File: src/rtl/alu_result_stage.sv
// alu_result_stage: captures ALU Y/OF/F, derives Z/N/V flags at push time,
// buffers entries in a DEPTH-deep FIFO and tracks overflow history.
//
// Handshake: a transfer happens on a rising edge only when valid and ready
// are both high on that side (push = in_valid && in_ready, pop = out_valid
// && out_ready). in_ready and out_valid are functions of registered
// occupancy only, so neither depends combinationally on the other side.
// The head entry is held stable while out_valid=1 and out_ready=0.
module alu_result_stage #(
  parameter int WIDTH = 32,
  parameter int DEPTH = 4
) (
  input  logic                         clk,
  input  logic                         reset_n,
  input  logic                         in_valid,
  output logic                         in_ready,
  input  logic [WIDTH-1:0]             in_y,
  input  logic                         in_of,
  input  logic [2:0]                   in_f,
  output logic                         out_valid,
  input  logic                         out_ready,
  output logic [WIDTH-1:0]             out_y,
  output logic [2:0]                   out_f,
  output logic                         out_z,
  output logic                         out_n,
  output logic                         out_v,
  input  logic                         clr_sticky,
  output logic                         sticky_of,
  output logic [7:0]                   of_count,
  output logic [$clog2(DEPTH+1)-1:0]   count
);

  localparam int AW = $clog2(DEPTH);
  localparam int CW = $clog2(DEPTH + 1);
  localparam logic [CW-1:0] FULL_CNT = CW'(DEPTH);

  logic [AW-1:0]    wr_ptr;
  logic [AW-1:0]    rd_ptr;
  logic [WIDTH-1:0] y_mem [DEPTH];
  logic [2:0]       f_mem [DEPTH];
  logic [DEPTH-1:0] z_mem;
  logic [DEPTH-1:0] n_mem;
  logic [DEPTH-1:0] v_mem;

  logic push;
  logic pop;
  logic push_z;
  logic push_n;
  logic push_v;

  assign in_ready  = (count < FULL_CNT);
  assign out_valid = (count != '0);
  assign push      = in_valid && in_ready;
  assign pop       = out_valid && out_ready;

  // Flags are derived from the incoming result; only add (2) and sub (6)
  // can report a meaningful overflow, every other code gets v=0.
  assign push_z = (in_y == '0);
  assign push_n = in_y[WIDTH-1];
  assign push_v = in_of && ((in_f == 3'd2) || (in_f == 3'd6));

  // Head entry is presented only while valid, so outputs read 0 when empty
  // and immediately on reset (occupancy clears asynchronously).
  assign out_y = out_valid ? y_mem[rd_ptr] : '0;
  assign out_f = out_valid ? f_mem[rd_ptr] : 3'd0;
  assign out_z = out_valid && z_mem[rd_ptr];
  assign out_n = out_valid && n_mem[rd_ptr];
  assign out_v = out_valid && v_mem[rd_ptr];

  // Storage write: payload and flags land in the slot at the write pointer.
  always_ff @(posedge clk) begin
    if (push && reset_n) begin
      y_mem[wr_ptr]  <= in_y;
      f_mem[wr_ptr]  <= in_f;
      z_mem[wr_ptr]  <= push_z;
      n_mem[wr_ptr]  <= push_n;
      v_mem[wr_ptr]  <= push_v;
    end
  end

  // Pointer and occupancy bookkeeping; pointers wrap naturally (power-of-two depth).
  always_ff @(posedge clk or negedge reset_n) begin
    if (!reset_n) begin
      wr_ptr <= '0;
      rd_ptr <= '0;
      count  <= '0;
    end else begin
      if (push) wr_ptr <= wr_ptr + AW'(1);
      if (pop)  rd_ptr <= rd_ptr + AW'(1);
      case ({push, pop})
        2'b10:   count <= count + CW'(1);
        2'b01:   count <= count - CW'(1);
        default: count <= count;
      endcase
    end
  end

  // Overflow history: a v=1 push beats a coincident clear; the counter
  // saturates and ignores clr_sticky.
  always_ff @(posedge clk or negedge reset_n) begin
    if (!reset_n) begin
      sticky_of <= 1'b0;
      of_count  <= 8'd0;
    end else begin
      if (push && push_v)  sticky_of <= 1'b1;
      else if (clr_sticky) sticky_of <= 1'b0;
      if (push && push_v && (of_count != 8'hFF)) of_count <= of_count + 8'd1;
    end
  end

endmodule

File: config.mk
export PLATFORM = sky130hd
export DESIGN_NAME = alu_result_stage
export DESIGN_NICKNAME = d
export VERILOG_FILES = /design/src/rtl/alu_result_stage.sv
export SDC_FILE = /design/constraint.sdc
export NUM_CORES = 1
export LEC_CHECK = 0
export ABC_CLOCK_PERIOD_IN_PS = 1900
export CAP_MARGIN = 20
export CORE_MARGIN = 1
export CORE_UTILIZATION = 51
export CTS_BUF_LIST = sky130_fd_sc_hd__clkbuf_8
export DETAILED_ROUTE_END_ITERATION = 8
export PLACE_DENSITY = 0.78
export SYNTH_ARGS = -nofsm -noshare
export SYNTH_HDL_FRONTEND = slang
export SYNTH_SLANG_ARGS = --single-unit
File: constraint.sdc
create_clock -name clk -period 1.9 [get_ports clk]
set_clock_uncertainty 0.05 [all_clocks]
set_input_delay 0.57 -clock clk [delete_from_list [all_inputs] [get_ports clk]]
set_output_delay 0.57 -clock clk [all_outputs]
set_load 0.05 [all_outputs]
* After elaboration in Yosys (flattened, before gate mapping) *
Memory sizes are Yosys's and may differ from the RTL's.
Cells that the tools add are included.

word-level totals
  flip-flop bits (word level) = 28
  memory bits (writable) = 140
  input bits = 41
  output and inout bits = 52
  logic and storage cells = 57
  memories kept = 2

memories
  name   depth  bits a word  read ports  clocked after memory_dff  write ports  RTL line  RTL
  y_mem  4      32           1           0                         1            39        logic [WIDTH-1:0] y_mem [DEPTH];
  f_mem  4      3            1           0                         1            40        logic [2:0] f_mem [DEPTH];

operators by class
  $add $sub $neg = 5
  magnitude comparators = 4
  equality and inequality tests = 5
  muxes and demuxes = 18
  reductions and logical operators = 15

operators by type and width
  operator                                              number
  logical NOT 32 bit                                    1
  two-way mux 32 bit                                    1
  bitwise mux 4 bit                                     3
  logical AND 1 bit                                     10
  adder 8 x 1 -> 8 bit (second input constant)          1
  two-way mux 1 bit                                     8
  != test 8 bit (second input constant)                 1
  binary-select mux 1 bit (select 2 bit)                3
  < comparator 2 x 3 -> 1 bit (second input constant)   2
  case mux 3 bit (2 select lines)                       1
  adder 2 x 1 -> 2 bit (second input constant)          2
  nonzero test 2 bit                                    2
  adder 3 x 1 -> 3 bit (second input constant)          1
  == test 3 x 2 -> 1 bit (second input constant)        1
  == test 3 bit (second input constant)                 1
  < comparator 3 bit (second input constant)            1
  two-way mux 3 bit                                     1
  nonzero test 3 bit                                    1
  subtractor 3 x 1 -> 3 bit (second input constant)     1
  demux 1 bit (select 2 bit)                            1
  == test 2 x 1 -> 1 bit (second input constant)        1
  == test 2 bit (second input constant)                 1
  >= comparator 2 x 1 -> 1 bit (second input constant)  1
  logical OR 1 bit                                      1

* Depth between registers and ports, before layout *
Gate-level depths: netlist of run 1.

  word-level depth = 5
  gate-level depth with buffers = 9
  depth with buffers taken out = 8

* Least setup slack after synthesis of run 1 *
No wires, ideal clock.

  kind = register to output
  from = register count[0]
  to = output port out_f[0]
  data arrival time = 1.956 ns
  slack = -0.676 ns
  cell stages (with the launch flop) = 4
  path buffers = 1
  cells stage by stage = dfrtp_1 or3_1 clkbuf_1 and2_1

on the way
  longest elaborated chain between the ends = 2

RTL lines
  item                      RTL line  RTL
  start: declaration        30        output logic [$clog2(DEPTH+1)-1:0] count
  start signal: assignment  91        2'b10: count <= count + CW'(1);
  start signal: assignment  92        2'b01: count <= count - CW'(1);
  start signal: assignment  93        default: count <= count;
  nonzero test 3 bit        52        assign out_valid = (count != '0);
  named net out_valid       20        output logic out_valid,
  two-way mux 3 bit         65        assign out_f = out_valid ? f_mem[rd_ptr] : 3'd0;
  end: declaration          23        output logic [2:0] out_f,

The timed path passes the listed nets, and every way through them passes these cells.

* Final worst setup path of run 1 *
  from = register rd_ptr[0]
  to = output port out_y[31]

on the way
  longest elaborated chain between the ends = 2

RTL lines
  item                      RTL line  RTL
  start: declaration        38        logic [AW-1:0] rd_ptr;
  start signal: assignment  89        if (pop) rd_ptr <= rd_ptr + AW'(1);
  memory (4 x 32 bit)       --
  two-way mux 32 bit        64        assign out_y = out_valid ? y_mem[rd_ptr] : '0;
  end: declaration          22        output logic [WIDTH-1:0] out_y,

Every way passes these cells.

==> results by stage, run 1 <==
Cells and area:
- The final standard cell area without fillers is 9156 µm².
- The number of non-filler instances in the completed layout is roughly 660.
- The post-route netlist has 47.68% of its cells at a drive strength greater than 1.
- 0 antenna diodes ended up in the layout.
- The layout overhead on the synthesized area is 41.08%.
- The footprint of the multi-input gates is 1640 µm².
- Once layout is complete, the utilization of the core stands at 74.98%.
- The filler cells instantiated in the layout total 697.
- The sequential cell area is approximately 4900 µm².
- In the final design database the tool counted 530 nets.

Critical path:
- The cell occurring most often along the worst timing path is buf_12.
- The depth of the worst register-to-register path is 8.
- The launch instance of the worst register-to-register path is count[0].
- In this run the worst path has a maximum fanout of 8.
- At the worst endpoint, the arrival time is between 1.5 and 2 ns.
- The top cell family by delay on the critical path is multiplexers.
- Traced cell by cell, the critical path runs through buf_12, buf_12, mux4_2, and2_4, buf_6.
- The internal reg-to-reg setup slack is -0.12 ns.
- The data required time of the critical path is 1.28 ns.
- The end of the worst register-to-register path is count[2].
- The critical path contains buffers and inverters numbering 3 combined.
- STA classifies the critical path startpoint as a flip-flop.
- The largest individual stage delay along the critical path comes from the cell mux4_2.
- The stage delay of the slowest cell on the critical path is 0.54 ns.
- The setup path with the least slack is of type reg -> out.
- STA classifies the critical path endpoint as an output pin.

Clocking:
- The clock tree from TritonCTS is built.
- The clock-pin slew on the worst setup and hold paths is 0.09 ns.
- The number of clock sinks seen by CTS is 164.
- The worst-case clock buffer depth is 2.
- In this run the clock root is driven by a clkbuf_8.
- In this run the number of H-tree levels came out at 4.
- The count of hold-fix buffers inserted at cts is 0.
- Counting the buffers created by CTS gives 17.
- The latest clock arrival within the worst-skew pair is 0.44 ns.

Pwr:
- The clock network burns 16.8% of the power.
- The static leakage is 3.341 nW.
- The overall power is 15.81 mW.
- Dividing total power by cell area gives a power density of 1727 nW/µm².
- Combinational logic burns 54.7% of the power.
- The sequential share of power is 28.5%.
- The worst-case IR drop observed on VDD is approximately 0.0010 V.
- The switching portion of total power is 36.87%.
- The net switching power figure is 5.830 mW.
- The internal portion of the total power is 9.982 mW.

Synth:
- The Yosys step of the flow raised 0 warnings.
- The commonest cells after synthesis are 148 x edfxtp_1, 38 x and2_1, 37 x mux4_2.
- The number of nets handed over by synthesis was 371.
- The synthesized netlist cell count is 323.
- The flip-flop and latch count after synthesis is about 160.
- The sequential element share of the synthesized area is 74.65%.
- The most frequently used cell type in the post-synthesis netlist is edfxtp_1.
- Ranked by total cell area, the synthesized netlist is headed by edfxtp_1 68%, mux4_2 13%, dfrtp_1 6.2%, and2_1 3.7%, ha_1 1.2%.
- The post-synthesis instance area is 6490 µm².
- The count of flip-flops with a built-in enable after synthesis is 148.
- The most used flip-flop cell after synthesis is edfxtp_1.
- The average size of a mapped cell is 20.09 µm².
- The fraction of registers with async set or reset after synthesis is 9.756%.
- The share of synthesized area in the top cell type comes to 68.48%.
- The number of distinct library cells after synthesis is 27.
- The cell type contributing the most total cell area after synthesis is edfxtp_1.

Floorplan:
- The number of core rows is 40.
- The die covers 13180 µm².
- Measured along the x axis, the die boundary spans 114.8 µm.
- The top-level I/O count is 93.
- The die is 114.8 µm tall.
- The starting utilization of the core area is 53.15%.
- The region available for standard cell placement spans 12210 µm².

Detailed routing:
- The initial DRC count is between 200 and 250.
- The remaining antenna violation count is 0.
- The average wire per cell in the routed design is between 20 and 25 µm.
- Before antenna repair, the detailed router went through 4 iterations.
- The routed design has between 10000 and 15000 µm of wire.
- Across all layers, the routed design uses approximately 3600 vias.
- In the routed layout, each cell is associated on average with a via count of 5.406.
- The residual DRC count is 0.

GRT:
- The number of global-route vias before repair is 3857.
- Entering global routing, the biggest net connects 27 pins.
- The remaining global-route overflow is 0.
- For this run, the total global-route usage over all layers was measured as between 20% and 30%.
- The number of antenna violations at the first check in global routing is 0.
- The first-pass GRT wire length is 21360 µm.

STA:
- Setup repair after global routing could not meet its margin everywhere.
- The hold slack is 0.4534 ns.
- Setup violations remaining at the end of the flow were counted as 41.
- The slew at the pin closest to its max-slew limit is approximately 0.38 ns.
- Setup slack on the critical path of the routed design comes to -0.7029 ns.
- For the finished layout, the period the worst path requires is 2.603 ns.
- The final hold violation count is 0.
- The worst max-slew margin expressed relative to the limit is between 70% and 80%.
- The max-slew violation total from the final report came to 0.
- The total negative slack is -25.53 ns.
- The final critical path takes up 137.0% of the cycle.
- The maximum operating frequency is 384.2 MHz.

Min path:
- The path class of the tightest hold or removal check is in -> async.

Placement:
- After legalization and detailed placement, the total HPWL measured 8371 µm.
- The weighted congestion at the end of routability-driven global placement is 0.7527.
- The cell area after placement is 8418 µm².
- At the placement stage, the worst setup path has a slack of -0.4023 ns.
- The cell count after placement is between 600 and 700.
- The number of port buffers is 92.

Run:
- Across the run, the number of max-cap violations was 0.

Status:
- The final reports fail on negative setup slack.
- The run finished, with violations left.
sequential cells by signal, summed over array words and instances, names as in the netlist:
signal and count:
y_mem 125, f_mem 12, of_count 8, v_mem 4, z_mem 4, count 3
n_mem 3, rd_ptr 2, wr_ptr 2, sticky_of 1
what timing repair did:
item                       4_1_cts  5_1_grt
resized for setup               62        1
cloned                           3        0
setup endpoints to repair       42       41
pin swaps                       28        1
setup buffers                    4        2
worst max-delay path by stage:
stage / startpoint / end / slack, ns / cells after the start
after detailed placement: out_ready / count[2] / -0.40 / 8
after global routing: rd_ptr[0] / out_y[31] / -0.79 / 5
after CTS: rd_ptr[0] / out_y[31] / -0.72 / 5
final: rd_ptr[0] / out_y[31] / -0.70 / 5
after floorplan: count[2] / out_y[31] / -0.18 / 4
after global placement: in_valid / count[2] / -0.32 / 9
kinds of logic after synthesis:
family | count (synthesis) | share of synthesized area [%]
AOI/OAI and AO/OA | 3 | 0.4820
buffers and inverters | 24 | 1.909
xor gates and xnor gates | 12 | 1.619
DFF | 164 | 74.65
muxes | 40 | 13.32
and+or+nand+nor | 73 | 6.555
adders and majority gates | 7 | 1.465
area by class of cell:
class | count | share of cell area, %
inverters | 10 | 0.4099
clock buffers | 17 | 2.555
flip-flops and latches | 164 | 52.98
multi-input cells | 135 | 17.91
well taps | 168 | 2.296
clock inverters | 15 | 2.132
repair buffers | 154 | 21.71
power groups by stage:
stage                     Combinational (mW)  Sequential [mW]  Clock [mW]
final                                   8.65             4.50        2.66
after global routing                    9.01             4.53        2.82
after CTS                               8.72             4.49        2.67
after detailed placement                7.72             4.58           0
after global placement                  7.63             4.56           0
after floorplan                         4.67             4.72           0
layer usage:
metal / GRT usage [%] / wire (µm)
met2: 40.24 / 7436
met4: 9.091 / 226
met1: 28.05 / 5289
met5: 0 / 0
met3: 5.008 / 835
cells in the final DEF, fill, tap and decap left out, drive strengths merged, types with 4 or more instances in the layout:
cell	count
and2	38
and3	4
buf	114
clkbuf	17
clkdlybuf4s50	40
clkinv	5
dfrtp	16
edfxtp	148
ha	6
inv	15
mux4	37
nand2	5
nor2	6
nor4	9
xnor2	5
xor2	7
(Power assumes the default switching activity.)
==> inputs of run 2 (changes only) <==
--- a/config.mk
+++ b/config.mk
@@ -10,6 +10,7 @@
 export CORE_MARGIN = 1
 export CORE_UTILIZATION = 51
 export CTS_BUF_LIST = sky130_fd_sc_hd__clkbuf_8
+export CTS_CLUSTER_DIAMETER = 150
 export DETAILED_ROUTE_END_ITERATION = 8
 export PLACE_DENSITY = 0.78
 export SYNTH_ARGS = -nofsm -noshare
==> results of run 2 <==
Same layout as run 1: the final DEF is identical, and so are final timing and power.
==> inputs of run 3 (changes only) <==
--- a/config.mk
+++ b/config.mk
@@ -7,7 +7,7 @@
 export LEC_CHECK = 0
 export ABC_CLOCK_PERIOD_IN_PS = 1900
 export CAP_MARGIN = 20
-export CORE_MARGIN = 1
+export CORE_MARGIN = 2
 export CORE_UTILIZATION = 51
 export CTS_BUF_LIST = sky130_fd_sc_hd__clkbuf_8
 export CTS_CLUSTER_DIAMETER = 150
==> results by stage, run 3 (synthesized netlist as in run 1, its figures left out) <==
Pwr:
- The internal portion of total power is 9.468 mW (-5.1%).
- The worst vdd rail ir drop is 0.001096 V (+5.1%).
- The net switching power figure is 5.718 mW (-1.9%).
- The sequential share of power was 29.1% (+0.6 points).
- The proportion of power drawn by combinational gates was 55.7% (+1.0 points).
- The cell area power density is 1676 nW/µm² (-3.0%).
- The static leakage came to 3.310 nW (-0.93%).
- The switching portion of total power is 37.65% (+0.78 points).
- The power share of the clock group is 15.2% (-1.6 points).

Status:
- The checks that failed: negative setup slack.
- The run finished, with violations left.

Detailed routing:
- The number of detailed-route iterations in the first pass is 5 (+1).
- The detail-routed via count per cell is 5.219 (-3.5%).
- The average wire per cell in the routed design is 19.30 µm (-7.2%).
- The remaining antenna violation count is 0 (unchanged).
- The residual DRC count is 0 (unchanged).
- The via total after detailed routing was 3507 (-2.1%).
- The total detailed-routing wirelength is 12970 µm (-5.9%).
- The initial DRC count was 216 (+0.93%).

Critical path:
- The internal reg-to-reg setup slack came to -0.17 ns (-0.05 ns).
- The signal arrival time at the worst endpoint was 1.95 ns (-0.03 ns).
- The peak fanout along the critical path was 8 (unchanged).
- The launching element type of the critical path is a flip-flop.
- The data required time of the critical path is 1.28 ns (about the same).
- The critical path start-end classification is reg -> out.
- The endpoint class of the critical path is an output pin.

Cells and area:
- The total inserted antenna cells is 0 (unchanged).
- The layout cell share with drive strength beyond 1 came to 48.40% (+0.72 points).
- The flip-flop count of the largest register, all copies and words added is 125 (unchanged).
- The final-stage net count is 535 (+0.94%).
- In the final layout, the registers with the most flip-flops are y_mem x125, f_mem x12, of_count x8.
- The top cell types in the final layout, fill and taps aside, are 148 x edfxtp_1, 50 x buf_4, 40 x clkdlybuf4s50_1.
- The number of non-filler instances in the completed layout was 672 (+1.4%).
- The most frequent standard cell in the layout excluding fill and tap cells is edfxtp_1.
- The footprint of the multi-input gates is 1649 µm² (+0.53%).
- Ranked by flip-flop count, first place goes to y_mem.
- The final-layout fill cell count was 738 (+5.9%).
- The post-route core utilization is 72.40% (-2.6 points).
- The final standard cell area without fillers is 9062 µm² (-1.0%).
- The sequential cell area is 4851 µm² (unchanged).
- Compared with the post-synthesis result, the final layout area differs by 39.64%.

Run:
- The number of max-cap violations is 0 (unchanged).

STA:
- The final hold violation count was 0 (unchanged).
- The max-slew violation total from the final report is 0 (unchanged).
- The worst-case setup margin in the final layout is -0.6690 ns (+0.03390 ns).
- Setup repair after global routing could not meet its margin everywhere.
- The worst max-slew margin expressed relative to the limit was 72.35% (-1.8 points).
- The maximum operating frequency was 389.3 MHz (+1.3%).
- The total negative slack was -24.88 ns (+0.6494 ns).
- The final cycle utilization of the critical path came to 135.2% (-1.8 points).
- The final critical-path required period is 2.569 ns (-0.03390 ns).
- The hold slack is 0.4609 ns (+0.007509 ns).
- The slew at the pin closest to its max-slew limit was 0.4109 ns (+0.02621 ns).
- The final number of setup-violating endpoints came to 41 (unchanged).

Floorplan:
- The area of the die is 13640 µm² (+3.5%).
- The core area is 12520 µm² (+2.5%).
- The top-level I/O count is 93 (unchanged).
- The number of core rows is 41 (+2.5%).
- The starting utilization of the core area is 51.85% (-1.3 points).
- The horizontal die dimension is 116.8 µm (+1.7%).
- The vertical die dimension is 116.8 µm (+1.7%).

Min path:
- The worst min-delay path class is in -> async.

Placement:
- The HPWL after detailed placement is 8149 µm (-2.7%).
- The cell area after placement was 8250 µm² (-2.0%).
- The weighted congestion at the end of routability-driven global placement is 0.7330 (-2.6%).
- The cell count after placement is 635 (+1.8%).
- The number of port buffers is 92 (unchanged).

Clocking:
- The latest clock arrival within the worst-skew pair came to 0.45 ns (about the same).
- The number of levels the H-tree was split into came to 4 (unchanged).
- The CTS root buffer is clkbuf_8.
- The clock tree from TritonCTS is built.
- The number of clock sinks seen by CTS was 164 (unchanged).
- The clock-pin slew on the worst setup and hold paths is 0.08 ns (about the same).
- The worst-case clock buffer depth came to 2 (unchanged).
- The clock buffer count from CTS is 17 (unchanged).

GRT:
- The number of antenna violations at the first check in global routing was 0 (unchanged).
- The total routing resource utilization after global routing came to 20.53% (-2.4 points).
- The number of global-route vias before repair is 3770 (-2.3%).
- The remaining global-route overflow came to 0 (unchanged).
- The first-pass GRT wire length is 20130 µm (-5.8%).
- The largest net degree at the start of global routing came to 31 (+15%).
[run 3: final cells by class]
| class | instances | area share, % |
|---|---|---|
| Timing Repair Buffer | 159 | 21.43 |
| Inverter | 10 | 0.4418 |
| Sequential cell | 164 | 53.53 |
| Multi-Input combinational cell | 135 | 18.20 |
| Clock inverter | 15 | 1.450 |
| Tap cell | 172 | 2.375 |
| Clock buffer | 17 | 2.582 |
[run 3: timing repair]
action                     in CTS  in global routing
cloned                          2                  0
resized for setup              99                  3
pin swaps                      41                  1
setup endpoints to repair      42                 42
hold buffers                    0                  0
buffers inserted                2                  1
[run 3: power groups by stage]
| stage | registers (mW) | logic [mW] | clock network [mW] |
|---|---|---|---|
| detailed placement | 4.53 | 7.04 | 0 |
| global placement | 4.50 | 6.96 | 0 |
| global route | 4.45 | 8.82 | 2.53 |
| floorplan | 4.72 | 4.67 | 0 |
| CTS | 4.42 | 8.45 | 2.38 |
| finish | 4.42 | 8.45 | 2.31 |
[run 3: critical path: stages (launching register included)]
cell and delay, ns:
dfrtp_2 0.38, buf_12 0.15, buf_12 0.14, mux4_2 0.52
and2_4 0.16, buf_8 0.14
[run 3: through the flow]
step / power (mW) / setup WS (ns)
4_1_cts: 15.25 / -0.6996
5_1_grt: 15.80 / -0.7460
3_5_place_dp: 11.56 / -0.4175
6_report: 15.19 / -0.6690
3_3_place_gp: 11.46 / -0.3210
2_1_floorplan: 9.395 / -0.1782
[run 3: worst paths after layout]
path,startpoint,cells past startpoint,to
setup / recovery,rd_ptr[0],5,out_y[3]
hold / removal,reset_n,2,rd_ptr[0]
setup reg to reg,count[1],8,count[2]
hold reg to reg,sticky_of,2,sticky_of
max in group asynchronous,reset_n,2,count[0]
min in group clk,sticky_of,2,sticky_of
[run 3: routing by layer]
layer  up-vias  track usage [%]  wire length (µm)
li1       1599                -                 -
met4         0            7.216               196
met2       128            34.34              6876
met3        20            5.767               796
met5         -                0                 0
met1      1760            26.14              5103
